==> src/rtl/rs_pkg.sv <==
// Shared types and defaults for the RS dispatch/allocation slice.
// Holds RS class ids, default sizes, the per-slot bundle and a popcount helper.
package rs_pkg;

    localparam int DISP_W_DEF   = 2;
    localparam int NUM_RS_DEF   = 4;
    localparam int RS_DEPTH_DEF = 8;
    localparam int SPEC_W_DEF   = 4;
    localparam int RSID_W_DEF   = $clog2(NUM_RS_DEF);

    typedef enum logic [RSID_W_DEF-1:0] {
        RS_ALU,
        RS_BRA,
        RS_LDST,
        RS_MUL
    } rs_class_e;

    // One dispatch slot as seen by the holding register
    typedef struct packed {
        logic                  valid;
        logic [RSID_W_DEF-1:0] rs_id;
        logic [SPEC_W_DEF-1:0] spec_tag;
    } slot_t;

    function automatic int count_ones(input logic [63:0] v);
        int n;
        n = 0;
        for (int k = 0; k < 64; k++) begin
            n += int'(v[k]);
        end
        return n;
    endfunction

endpackage

==> src/rtl/rs_free_pick.sv <==
// Finds the first DISP_W free entries of one RS busy vector, lowest index first.
// Ports: busy_i busy vector in; idx_o packed entry indices out; vld_o per-pick valid.
module rs_free_pick #(
    parameter int RS_DEPTH = 8,
    parameter int DISP_W   = 2,
    parameter int IDX_W    = $clog2(RS_DEPTH)
) (
    input  logic [RS_DEPTH-1:0]     busy_i,
    output logic [DISP_W*IDX_W-1:0] idx_o,
    output logic [DISP_W-1:0]       vld_o
);

    logic [DISP_W-1:0][IDX_W-1:0] idx;
    logic [RS_DEPTH-1:0]          avail;

    always_comb begin
        idx   = '0;
        vld_o = '0;
        avail = ~busy_i;
        for (int k = 0; k < DISP_W; k++) begin
            // Descending scan: the last hit is the lowest free index
            for (int e = RS_DEPTH - 1; e >= 0; e--) begin
                if (avail[e]) begin
                    idx[k]   = IDX_W'(e);
                    vld_o[k] = 1'b1;
                end
            end
            if (vld_o[k]) begin
                avail[idx[k]] = 1'b0;
            end
        end
    end

    assign idx_o = idx;

endmodule

==> src/rtl/rs_dispatch_alloc.sv <==
// Dispatch stage: holds one rename group, allocates RS entries all-or-nothing.
// Ports: in_* group + in_ready; stall; br_* resolve; rel_* frees; dp_* writes; busy/free_cnt.
module rs_dispatch_alloc
    import rs_pkg::*;
#(
    parameter int DISP_W   = DISP_W_DEF,
    parameter int NUM_RS   = NUM_RS_DEF,
    parameter int RS_DEPTH = RS_DEPTH_DEF,
    parameter int SPEC_W   = SPEC_W_DEF,
    parameter int RSID_W   = $clog2(NUM_RS),
    parameter int IDX_W    = $clog2(RS_DEPTH)
) (
    input  logic                         clk,
    input  logic                         rst,
    input  logic [DISP_W-1:0]            in_valid,
    input  logic [DISP_W*RSID_W-1:0]     in_rs_id,
    input  logic [DISP_W*SPEC_W-1:0]     in_spec_tag,
    output logic                         in_ready,
    input  logic                         stall,
    input  logic                         br_kill,
    input  logic                         br_clear,
    input  logic [SPEC_W-1:0]            br_mask,
    input  logic [NUM_RS-1:0]            rel_valid,
    input  logic [NUM_RS*IDX_W-1:0]      rel_idx,
    output logic [DISP_W-1:0]            dp_we,
    output logic [DISP_W*RSID_W-1:0]     dp_rs_id,
    output logic [DISP_W*IDX_W-1:0]      dp_waddr,
    output logic [NUM_RS*RS_DEPTH-1:0]   busy,
    output logic [NUM_RS*(IDX_W+1)-1:0]  free_cnt
);

    localparam int RK_W = (DISP_W > 1) ? $clog2(DISP_W) : 1;

    // Unflattened views of the packed ports
    logic [DISP_W-1:0][RSID_W-1:0] in_id_w;
    logic [DISP_W-1:0][SPEC_W-1:0] in_tag_w;
    logic [NUM_RS-1:0][IDX_W-1:0]  rel_id_w;

    assign in_id_w  = in_rs_id;
    assign in_tag_w = in_spec_tag;
    assign rel_id_w = rel_idx;

    // Holding register; the group is valid when any slot is valid
    logic [DISP_W-1:0]             hval_q, hval_d;
    logic [DISP_W-1:0][RSID_W-1:0] hid_q, hid_d;
    logic [DISP_W-1:0][SPEC_W-1:0] htag_q, htag_d;

    logic [NUM_RS-1:0][RS_DEPTH-1:0]             busy_q, busy_d;
    logic [NUM_RS-1:0][RS_DEPTH-1:0][SPEC_W-1:0] tag_q, tag_d;
    logic [NUM_RS-1:0][IDX_W:0]                  fcnt_q, fcnt_d;

    logic [DISP_W-1:0]             we_q, we_d;
    logic [DISP_W-1:0][RSID_W-1:0] rid_q, rid_d;
    logic [DISP_W-1:0][IDX_W-1:0]  wa_q, wa_d;

    logic [NUM_RS-1:0][DISP_W-1:0][IDX_W-1:0] pick_idx;
    logic [NUM_RS-1:0][DISP_W-1:0]            pick_vld;

    logic [DISP_W-1:0][RK_W-1:0]  rank;
    logic [DISP_W-1:0][IDX_W-1:0] slot_wa;
    logic                         fits;
    logic                         h_any;
    logic                         fire;
    logic                         accept;

    for (genvar r = 0; r < NUM_RS; r++) begin : g_pick
        rs_free_pick #(
            .RS_DEPTH (RS_DEPTH),
            .DISP_W   (DISP_W),
            .IDX_W    (IDX_W)
        ) u_pick (
            .busy_i (busy_q[r]),
            .idx_o  (pick_idx[r]),
            .vld_o  (pick_vld[r])
        );
    end

    // rank = position of a slot among valid slots aiming at the same RS.
    // A slot with rank k needs at least k+1 free entries, so checking
    // pick_vld at that rank is the same as count <= free_cnt per RS.
    always_comb begin
        rank    = '0;
        slot_wa = '0;
        fits    = 1'b1;
        for (int i = 0; i < DISP_W; i++) begin
            for (int j = 0; j < i; j++) begin
                if (hval_q[j] && (hid_q[j] == hid_q[i])) begin
                    rank[i] = rank[i] + 1'b1;
                end
            end
            slot_wa[i] = pick_idx[hid_q[i]][rank[i]];
            if (hval_q[i] && !pick_vld[hid_q[i]][rank[i]]) begin
                fits = 1'b0;
            end
        end
    end

    assign h_any    = |hval_q;
    assign fire     = h_any && fits && !stall && !br_kill;
    assign in_ready = !br_kill && (!h_any || fire);
    assign accept   = (|in_valid) && in_ready;

    // Holding register next state
    always_comb begin
        hval_d = hval_q;
        hid_d  = hid_q;
        htag_d = htag_q;
        if (accept) begin
            hval_d = in_valid;
            hid_d  = in_id_w;
            htag_d = in_tag_w;
        end else if (br_kill || fire) begin
            hval_d = '0;
        end else if (br_clear) begin
            for (int i = 0; i < DISP_W; i++) begin
                htag_d[i] = htag_q[i] & ~br_mask;
            end
        end
    end

    // Busy and tag next state: release, kill/clear, then allocation.
    // Allocation only targets non-busy entries, so it never collides
    // with a legal release or kill of the same entry.
    always_comb begin
        busy_d = busy_q;
        tag_d  = tag_q;
        for (int r = 0; r < NUM_RS; r++) begin
            if (rel_valid[r]) begin
                busy_d[r][rel_id_w[r]] = 1'b0;
            end
        end
        for (int r = 0; r < NUM_RS; r++) begin
            for (int e = 0; e < RS_DEPTH; e++) begin
                if (br_kill) begin
                    if ((tag_q[r][e] & br_mask) != '0) begin
                        busy_d[r][e] = 1'b0;
                    end
                end else if (br_clear) begin
                    tag_d[r][e] = tag_q[r][e] & ~br_mask;
                end
            end
        end
        if (fire) begin
            for (int i = 0; i < DISP_W; i++) begin
                if (hval_q[i]) begin
                    busy_d[hid_q[i]][slot_wa[i]] = 1'b1;
                    tag_d[hid_q[i]][slot_wa[i]] =
                        br_clear ? (htag_q[i] & ~br_mask) : htag_q[i];
                end
            end
        end
    end

    always_comb begin
        fcnt_d = '0;
        for (int r = 0; r < NUM_RS; r++) begin
            fcnt_d[r] = (IDX_W+1)'(RS_DEPTH
                      - count_ones(64'(busy_d[r])));
        end
    end

    // Write port outputs; addresses hold when nothing fires
    always_comb begin
        we_d  = fire ? hval_q : '0;
        rid_d = rid_q;
        wa_d  = wa_q;
        if (fire) begin
            for (int i = 0; i < DISP_W; i++) begin
                if (hval_q[i]) begin
                    rid_d[i] = hid_q[i];
                    wa_d[i]  = slot_wa[i];
                end
            end
        end
    end

    always_ff @(posedge clk) begin
        if (rst) begin
            hval_q <= '0;
            hid_q  <= '0;
            htag_q <= '0;
            busy_q <= '0;
            tag_q  <= '0;
            we_q   <= '0;
            rid_q  <= '0;
            wa_q   <= '0;
            for (int r = 0; r < NUM_RS; r++) begin
                fcnt_q[r] <= (IDX_W+1)'(RS_DEPTH);
            end
        end else begin
            hval_q <= hval_d;
            hid_q  <= hid_d;
            htag_q <= htag_d;
            busy_q <= busy_d;
            tag_q  <= tag_d;
            fcnt_q <= fcnt_d;
            we_q   <= we_d;
            rid_q  <= rid_d;
            wa_q   <= wa_d;
        end
    end

    assign dp_we    = we_q;
    assign dp_rs_id = rid_q;
    assign dp_waddr = wa_q;
    assign busy     = busy_q;
    assign free_cnt = fcnt_q;

    // Releasing an entry that is not busy points at an issue-side bug
    for (genvar r = 0; r < NUM_RS; r++) begin : g_rel_chk
        a_rel_busy: assert property (
            @(posedge clk) disable iff (rst)
            rel_valid[r] |-> busy_q[r][rel_id_w[r]]
        );
    end

endmodule

==> config.mk <==
export PLATFORM = sky130hd
export DESIGN_NAME = rs_dispatch_alloc
export DESIGN_NICKNAME = d
export VERILOG_FILES = /design/src/rtl/rs_pkg.sv /design/src/rtl/rs_free_pick.sv /design/src/rtl/rs_dispatch_alloc.sv
export SDC_FILE = /design/constraint.sdc
export NUM_CORES = 1
export LEC_CHECK = 0
export BUFFER_PORTS_ARGS = -buffer_cell sky130_fd_sc_hd__buf_4
export CORE_ASPECT_RATIO = 0.9
export CORE_MARGIN = 1
export CORE_UTILIZATION = 40
export CTS_CLUSTER_DIAMETER = 30
export DETAILED_ROUTE_END_ITERATION = 10
export PLACE_DENSITY = 0.64
export SLEW_MARGIN = 20
export SYNTH_ARGS = -nofsm -noshare
export SYNTH_HDL_FRONTEND = slang
export SYNTH_SLANG_ARGS = --single-unit
==> constraint.sdc <==
create_clock -name clk -period 7.6 [get_ports clk]
set_clock_uncertainty 0.2 [all_clocks]
set_input_delay 0.38 -clock clk [delete_from_list [all_inputs] [get_ports clk]]
set_output_delay 0.38 -clock clk [all_outputs]
set_load 0.02 [all_outputs]
==> out/results.md, run 1 <==
| Group | Quantity | Value |
|:---|:---|:---|
| final layout | Multi-input logic area | 9240 um2 |
| synthesis | Seq cells post-synth | 202 |
| run status | Outcome | completed |
| critical path | Data required time of the critical path | 7850 ps |
| synthesis | Proportion of netlist area held by the largest area contributor | 0.288 |
| sta | Final number of max-transition violations | 0 |
| global routing | Largest net degree at the start of global routing | 69 |
| die | DIE HEIGHT | 180 um |
| synthesis | Number of warnings printed during yosys synthesis | 0 |
| sta | Final number of hold-violating endpoints | 0 |
| critical path | Launching element type of the critical path | flip-flop |
| die | Top-Level Pins | 100 |
| clocking | Clock slew at reported path FFs | 50 ps |
| final layout | Ratio of cells with drive above 1 in the final layout | 0.153 |
| sta | Number of endpoints failing setup at the final stage | 0 |
| critical path | Peak fanout along the critical path | 16 |
| placed design | Estimated wirelength of the detail-placed design | 35400 um |
| power and ir drop | Power per unit of standard cell area | 219 nW/um2 |
| final layout | Nets | 1865 |
| critical path | Endpoint type of the worst setup path | flip-flop |
| min path | Hold crit path type | in -> reg |
| critical path | List of cells traversed by the critical path | nand4_1 > xnor2_1 > a221o_1 > a222oi_1 > a22o_1 > nand4_2 > a22o_1 > fa_1 > ha_1 > inv_1 > fa_1 > inv_1 > fa_1 > ha_1 > or2_2 |
| critical path | Crit path largest cell delay | 950 ps |
| placed design | Placed insts | 2184 |
| critical path | Cell depth of the worst flop-to-flop path | 15 |
| critical path | Cell seen most often among critical-path stages | sky130_fd_sc_hd__fa_1 |
| critical path | CP Depth | 15 |
| synthesis | Count of flip-flops with a built-in enable after synthesis | 0 |
| clocking | Total clock buffers created by CTS | 54 |
| critical path | Dominant delay contributor by cell family on the critical path | compound AO/OA/AOI/OAI gates |
| synthesis | Largest cells by area after synthesis | sky130_fd_sc_hd__dfxtp_1 (29%), sky130_fd_sc_hd__mux2i_1 (12%), sky130_fd_sc_hd__nand2_1 (8.3%) |
| route | DRT antenna net count | 0 |
| power and ir drop | Total leakage power | 0.00654 uW |
| synthesis | Synthesized area divided by synthesized cell count | 8.03 um2 |
| sta | Worst Tran Pin Value | 1230 ps |
| sta | Setup repair after global routing missed its margin | false |
| critical path | Critical path start-end classification | reg -> reg |
| global routing | First-pass GRT wire length | 83800 um |
| die | Effective utilization at floorplan | 0.410 |
| placed design | Global placer's final weighted congestion | 0.986 |
| route | DRC violation count after routing | 0 |
| final layout | Layout fillers | 3239 |
| clocking | Sink count of the clock tree | 202 |
| synthesis | Distinct cell type count after synthesis | 83 |
| clocking | Root Buffer | sky130_fd_sc_hd__clkbuf_16 |
| sta | Final period demand of the worst path | 6250 ps |
| clocking | Clock latency of the later-clocked register in the worst-skew pair | 570 ps |
| sta | Setup TNS | 0 ps |
| power and ir drop | Logic pwr share | 0.069 |
| die | Number of placement rows | 64 |
| power and ir drop | Net switching component of the power | 895 uW |
| synthesis | Most used DFF post-synth | sky130_fd_sc_hd__dfxtp_1 |
| critical path | Worst-path cell with the longest stage delay | sky130_fd_sc_hd__a22o_1 |
| global routing | Global-route usage over all layers | 0.304 |
| synthesis | Cell area after synthesis | 14000 um2 |
| run | Max Cap Viol | 0 |
| clocking | Quantity of gates resized following cts | 0 |
| clocking | TritonCTS clock tree | yes |
| global routing | Initial antenna violation count | 0 |
| placed design | Number of input and output port buffers inserted | 99 |
| power and ir drop | Power share of the sequential group | 0.289 |
| power and ir drop | Maximum vdd ir drop | 0.170 mV |
| clocking | CTS H-tree lvls | 2 |
| sta | Rel. slew slack | 0.177 |
| min path | Hold path cells | 2 |
| route | Via-per-instance ratio | 6.43 |
| die | Floorplan die width | 200 um |
| synthesis | Async set or reset register ratio after synthesis | 0 |
| route | Number of design-rule violations left by the first detailed-router iteration | 1756 |
| global routing | Vias in the first global route | 13827 |
| power and ir drop | Internal Power | 2840 uW |
| final layout | Count of non-filler cells in the finished layout | 2297 |
| sta | Achievable Freq | 160 MHz |
| die | Area of the die | 35900 um2 |
| synthesis | Sequential area share after synthesis | 0.288 |
| final layout | Final core area utilization | 0.498 |
| final layout | Synthesis-to-layout area growth | 21.4% |
| power and ir drop | Part of the total power dissipated in the clock network | 0.642 |
| power and ir drop | Final Total Pwr | 3730 uW |
| synthesis | Leading area contributor after synthesis | sky130_fd_sc_hd__dfxtp_1 |
| final layout | Area occupied by registers | 4040 um2 |
| route | Detailed Route WL | 55500 um |
| synthesis | Post-Synthesis Cells | 1749 |
| route | Vias post-DR | 14781 |
| route | Per-cell routed wire length | 24.2 um |
| die | Area of the core | 34300 um2 |
| critical path | Worst endpoint data arrival time | 6500 ps |
| power and ir drop | Switching Share | 0.240 |
| clocking | Bufs on Longest Clock Path | 3 |
| sta | Period Utilization, post-route | 0.823 |
| global routing | Gr ovfl total | 0 |
| critical path | Worst Path Buf+Inv | 2 |
| route | Number of detailed-route iterations in the first pass | 8 |
| synthesis | Net count after synthesis | 1820 |
==> cell type report <==
| cell class | count | share of cell area |
|---|---|---|
| Multi-Input combinational cell | 1351 | 0.542 |
| Sequential cell | 202 | 0.237 |
| Clock buffer | 77 | 0.0937 |
| Timing Repair Buffer | 143 | 0.0653 |
| Tap cell | 462 | 0.0339 |
| Clock inverter | 19 | 0.0191 |
| Inverter | 42 | 0.00924 |
| Antenna cell | 1 | 0.000147 |
==> final timing paths <==
kind,start,end,slack [ps]
setup / recovery,busy[0]$_SDFF_PP0_,free_cnt[11]$_SDFF_PP1_,1350
hold / removal,rst,free_cnt[5]$_SDFF_PP0_,90
setup reg to reg,busy[0]$_SDFF_PP0_,free_cnt[11]$_SDFF_PP1_,1350
hold reg to reg,dp_rs_id[2]$_SDFFE_PP0P_,dp_rs_id[2]$_SDFFE_PP0P_,260
==> cell families after synthesis <==
group	Yosys count	synth area share
AO/OA/AOI/OAI	452	0.231
buffers and inverters	196	0.0578
flip-flops	202	0.288
AND/OR/NAND/NOR	673	0.246
adder cells (fa/ha/maj)	39	0.0420
multiplexers	179	0.131
XOR/XNOR	8	0.00499
==> state kept, by name, summed over array words and instances, names as in the netlist <==
name	cells
dp_we	2
tag_q	128
hval_q	2
htag_q	8
dp_waddr	6
free_cnt	16
busy	32
hid_q	4
dp_rs_id	4
==> layout by cell type (no fill, tap or decap), types with 16 or more instances in the layout <==
master	instances
sky130_fd_sc_hd__inv_1	42
sky130_fd_sc_hd__a22oi_1	16
sky130_fd_sc_hd__dfxtp_1	202
sky130_fd_sc_hd__nand3_1	40
sky130_fd_sc_hd__o21ai_0	116
sky130_fd_sc_hd__fa_1	16
sky130_fd_sc_hd__buf_4	127
sky130_fd_sc_hd__a22o_1	35
sky130_fd_sc_hd__nand2b_1	20
sky130_fd_sc_hd__nor2b_1	52
sky130_fd_sc_hd__mux2i_1	175
sky130_fd_sc_hd__o221ai_1	21
sky130_fd_sc_hd__clkbuf_8	16
sky130_fd_sc_hd__a311oi_1	44
sky130_fd_sc_hd__o31ai_1	44
sky130_fd_sc_hd__nor3_1	17
sky130_fd_sc_hd__nand2_1	308
sky130_fd_sc_hd__dlygate4sd3_1	16
sky130_fd_sc_hd__nand4_1	22
sky130_fd_sc_hd__clkbuf_16	54
sky130_fd_sc_hd__ha_1	16
sky130_fd_sc_hd__a21oi_1	49
sky130_fd_sc_hd__a221oi_1	29
sky130_fd_sc_hd__nor2_1	106
==> Yosys cell counts, types with 10 or more instances <==
cell / n
sky130_fd_sc_hd__mux2i_1: 175
sky130_fd_sc_hd__o21ai_0: 116
sky130_fd_sc_hd__o21ai_1: 13
sky130_fd_sc_hd__o221ai_1: 21
sky130_fd_sc_hd__nand2b_1: 20
sky130_fd_sc_hd__a22oi_1: 16
sky130_fd_sc_hd__ha_1: 16
sky130_fd_sc_hd__nand3_1: 40
sky130_fd_sc_hd__nor2b_1: 52
sky130_fd_sc_hd__nand4_1: 22
sky130_fd_sc_hd__clkbuf_1: 118
sky130_fd_sc_hd__dfxtp_1: 202
sky130_fd_sc_hd__nor4_4: 10
sky130_fd_sc_hd__nand3b_1: 12
sky130_fd_sc_hd__inv_1: 42
sky130_fd_sc_hd__a311oi_1: 44
sky130_fd_sc_hd__a22o_1: 35
sky130_fd_sc_hd__a221oi_1: 29
sky130_fd_sc_hd__nor3_1: 17
sky130_fd_sc_hd__nor2_1: 106
sky130_fd_sc_hd__fa_1: 16
sky130_fd_sc_hd__a211oi_1: 11
sky130_fd_sc_hd__nand2_1: 312
sky130_fd_sc_hd__o31ai_1: 44
sky130_fd_sc_hd__a21oi_1: 49
sky130_fd_sc_hd__nor4_1: 11
sky130_fd_sc_hd__buf_2: 27
==> power groups by stage <==
stage	logic [uW]	registers [uW]	clock network (uW)
finish	256	1080	2400
global route	260	1080	2470
CTS	246	1080	2400
detailed placement	238	1100	0
global placement	238	1100	0
floorplan	142	1090	0
==> through the flow <==
stage / instance area (um2) / setup slack (ps) / hold WS, ps
global route: 17100 / 1100 / 122
floorplan: 14000 / 2260 / 242
detailed placement: 15000 / 1490 / 253
finish: 17100 / 1350 / 92.3
global placement: 15000 / 1550 / 246
CTS: 17100 / 1470 / 80.4
==> repair_timing <==
action,in CTS,in global routing
hold buffers,16,0
endpoints found under the hold margin,14,0
setup buffers,0,0
==> metal layers <==
metal,share of wire,vias up,wire length [um],track usage
met5,0,-,0,0
met2,0.43,979,23700,0.446
met4,0.041,0,2250,0.126
met3,0.12,167,6670,0.0837
li1,-,6519,-,-
met1,0.41,7116,22900,0.415
(Power assumes the default switching activity.)
==> inputs of run 2 (changes only) <==
==> constraint.sdc (replaced) <==
create_clock -name clk -period 5.95 [get_ports clk]
set_clock_uncertainty 0.2 [all_clocks]
set_input_delay 0.2975 -clock clk [delete_from_list [all_inputs] [get_ports clk]]
set_output_delay 0.2975 -clock clk [all_outputs]
set_load 0.02 [all_outputs]
==> run 2 against run 1 <==
Against the previous run:
- sequential share of layout area fell by 0.63 points
- sequential power rose by 27%
- first-iteration DRC count fell by 2.1%
- maximum frequency rose by 10%
- design area rose by 2.7%
- setup slack got worse by 1100 ps
- critical endpoint is now free_cnt[7]$_SDFF_PP1_
- clock power rose by 23%
- clock-buffer cell count fell by 8
- global-route usage barely moved
- non-clock buffer count rose by 67
- die area did not move
- largest cell class unchanged
- combinational power rose by 32%
==> out/results.md, run 2 (synthesis gave the netlist of run 1 again) <==
| Group | Quantity | Value | Change |
|:---|:---|:---|:---|
| die | Number of placement rows | 64 | unchanged |
| final layout | Multi-input logic area | 9240 um2 | about the same |
| route | Via-per-instance ratio | 6.32 | -1.8% |
| global routing | Vias in the first global route | 14302 | +3.4% |
| final layout | Synthesis-to-layout area growth | 24.7% |  |
| clocking | Clock latency of the later-clocked register in the worst-skew pair | 570 ps | about the same |
| final layout | Leading cell types in the layout, fill and taps excluded | sky130_fd_sc_hd__nand2_1 (308), sky130_fd_sc_hd__dfxtp_1 (202), sky130_fd_sc_hd__buf_4 (191) |  |
| critical path | List of cells traversed by the critical path | nand4_1 > xnor2_1 > a221o_1 > a222oi_1 > a22oi_2 > buf_4 > nor4_4 > o21ai_0 > nand2_1 > fa_1 > inv_1 > ha_1 > fa_1 > fa_1 > ha_1 > or2_2 |  |
| die | Area of the die | 35900 um2 | unchanged |
| route | DRT antenna net count | 0 | unchanged |
| final layout | Final Instance Area | 17500 um2 | +2.7% |
| route | Per-cell routed wire length | 23.6 um | -2.4% |
| clocking | Bufs on Longest Clock Path | 3 | unchanged |
| critical path | Crit path largest cell delay | 610 ps | -340 ps |
| global routing | First-pass GRT wire length | 84600 um | +0.93% |
| route | DRC violation count after routing | 0 | unchanged |
| route | Detailed Route WL | 55900 um | +0.75% |
| sta | Final number of max-transition violations | 0 | unchanged |
| global routing | Gr ovfl total | 0 | unchanged |
| power and ir drop | Net switching component of the power | 1200 uW | +34% |
| sta | Worst Tran Pin Value | 1020 ps | -218 ps |
| critical path | Endpoint type of the worst setup path | flip-flop |  |
| final layout | Area occupied by registers | 4040 um2 | unchanged |
| sta | Final period demand of the worst path | 5690 ps | -566 ps |
| placed design | Estimated wirelength of the detail-placed design | 37000 um | +4.4% |
| placed design | Pre-CTS setup slack | 301 ps | -1190 ps |
| final layout | Layout fillers | 3224 | -0.46% |
| die | Area of the core | 34300 um2 | unchanged |
| clocking | Sink count of the clock tree | 202 | unchanged |
| global routing | Largest net degree at the start of global routing | 78 | +13% |
| critical path | Launching element type of the critical path | flip-flop |  |
| placed design | Area after DPL | 15500 um2 | +3.4% |
| placed design | Number of input and output port buffers inserted | 99 | unchanged |
| power and ir drop | Total leakage power | 0.00682 uW | +4.2% |
| sta | Rel. slew slack | 0.317 | +0.140 |
| final layout | Number of antenna diodes | 0 | -1 |
| final layout | Ratio of cells with drive above 1 in the final layout | 0.186 | +0.0333 |
| final layout | Max FFs per register | 128 | unchanged |
| final layout | Leading cell type in the layout, fill and taps excluded | sky130_fd_sc_hd__nand2_1 |  |
| critical path | Data required time of the critical path | 6190 ps | -1660 ps |
| clocking | Total setup buffers inserted after CTS | 0 | unchanged |
| run | Max Cap Viol | 0 | unchanged |
| critical path | Dominant delay contributor by cell family on the critical path | adder cells |  |
| placed design | Global placer's final weighted congestion | 0.974 | -1.3% |
| clocking | TritonCTS clock tree | yes |  |
| critical path | Cell seen most often among critical-path stages | sky130_fd_sc_hd__fa_1 |  |
| critical path | Peak fanout along the critical path | 13 | -3 |
| critical path | Worst endpoint data arrival time | 5930 ps | -570 ps |
| run status | Outcome | completed |  |
| route | Vias post-DR | 14982 | +1.4% |
| sta | Setup repair after global routing missed its margin | false |  |
| final layout | Register name with the most flops | tag_q |  |
| clocking | Total clock buffers created by CTS | 56 | +3.7% |
| die | DIE HEIGHT | 180 um | unchanged |
| sta | Achievable Freq | 176 MHz | +10% |
| power and ir drop | Logic pwr share | 0.072 | +0.003 |
| power and ir drop | Maximum vdd ir drop | 0.198 mV | +16% |
| critical path | Worst-path cell with the longest stage delay | sky130_fd_sc_hd__a222oi_1 |  |
| power and ir drop | Part of the total power dissipated in the clock network | 0.632 | -0.010 |
| clocking | CTS H-tree lvls | 2 | unchanged |
| final layout | Nets | 1934 | +3.7% |
| sta | Period Utilization, post-route | 0.956 | +0.133 |
| power and ir drop | Switching Share | 0.257 | +0.0175 |
| critical path | Worst Path Buf+Inv | 2 | unchanged |
| route | Number of design-rule violations left by the first detailed-router iteration | 1719 | -2.1% |
| die | Effective utilization at floorplan | 0.410 | unchanged |
| power and ir drop | Internal Power | 3450 uW | +22% |
| power and ir drop | Power share of the sequential group | 0.295 | +0.006 |
| power and ir drop | Power per unit of standard cell area | 265 nW/um2 | +21% |
| die | Top-Level Pins | 100 | unchanged |
| clocking | Clock slew at reported path FFs | 50 ps | about the same |
| global routing | Global-route usage over all layers | 0.304 | +0.000442 |
| route | Number of detailed-route iterations in the first pass | 8 | unchanged |
| sta | Setup TNS | 0 ps | unchanged |
| global routing | Initial antenna violation count | 1 | +1 |
| clocking | Root Buffer | sky130_fd_sc_hd__clkbuf_16 |  |
| sta | Smallest setup slack after layout | 262 ps | -1080 ps |
| die | Floorplan die width | 200 um | unchanged |
| min path | Hold crit path type | in -> reg |  |
| critical path | Critical path start-end classification | reg -> reg |  |
| sta | Number of endpoints failing setup at the final stage | 0 | unchanged |
| sta | Final number of hold-violating endpoints | 0 | unchanged |
## run 2: power groups by stage
stage               clock (uW)  sequential (uW)  combinational [uW]
finish                    2940             1370                 337
global route              3030             1370                 346
CTS                       2950             1370                 326
detailed placement           0             1400                 316
global placement             0             1400                 314
floorplan                    0             1390                 181
## run 2: path summary, 6_finish.rpt
check                           start                        to  slack [ps]  cells past startpoint
max               busy[26]$_SDFF_PP0_    free_cnt[7]$_SDFF_PP1_         260                     16
min                        rel_idx[8]       busy[22]$_SDFF_PP0_          30                      4
max reg2reg       busy[26]$_SDFF_PP0_    free_cnt[7]$_SDFF_PP1_         260                     16
min reg2reg  dp_rs_id[0]$_SDFFE_PP0P_  dp_rs_id[0]$_SDFFE_PP0P_         260                      2
## run 2: routing by layer
| layer | routed length [um] | up-vias | track usage | part of all wire |
|---|---|---|---|---|
| met5 | 0 | - | 0 | 0 |
| met4 | 1750 | 0 | 0.117 | 0.031 |
| met3 | 6280 | 128 | 0.0672 | 0.11 |
| met2 | 24100 | 991 | 0.456 | 0.43 |
| met1 | 23800 | 7214 | 0.422 | 0.42 |
| li1 | - | 6649 | - | - |
## run 2: tightest hold or removal path, cell delays in order
cell,delay [ps]
sky130_fd_sc_hd__buf_4,110
sky130_fd_sc_hd__nand2_1,60
sky130_fd_sc_hd__o221ai_1,200
sky130_fd_sc_hd__a21oi_1,70
## run 2: cell type report
cell class / count / share of cell area
multi-input cells: 1351 / 0.527
flip-flops and latches: 202 / 0.231
repair buffers: 210 / 0.0938
clock buffers: 69 / 0.0862
well taps: 462 / 0.0330
clock inverters: 35 / 0.0202
inverters: 42 / 0.00900
## run 2: stage by stage
step | hold WS (ps) | total power [uW] | util | std cells
after floorplan | 176 | 1570 | - | 1749
after global placement | 247 | 1710 | 0.452 | 2250
after detailed placement | 256 | 1710 | 0.452 | 2250
after CTS | 24.8 | 4640 | 0.511 | 2371
after global routing | 59.4 | 4750 | 0.511 | 2371
final | 30.5 | 4650 | 0.511 | 2371
## run 2: what timing repair did
action | CTS | global route
hold endpoints to repair | 14 | 0
hold buffers | 17 | 0
resized for setup | 0 | 1
endpoints found under the setup margin | 0 | 2
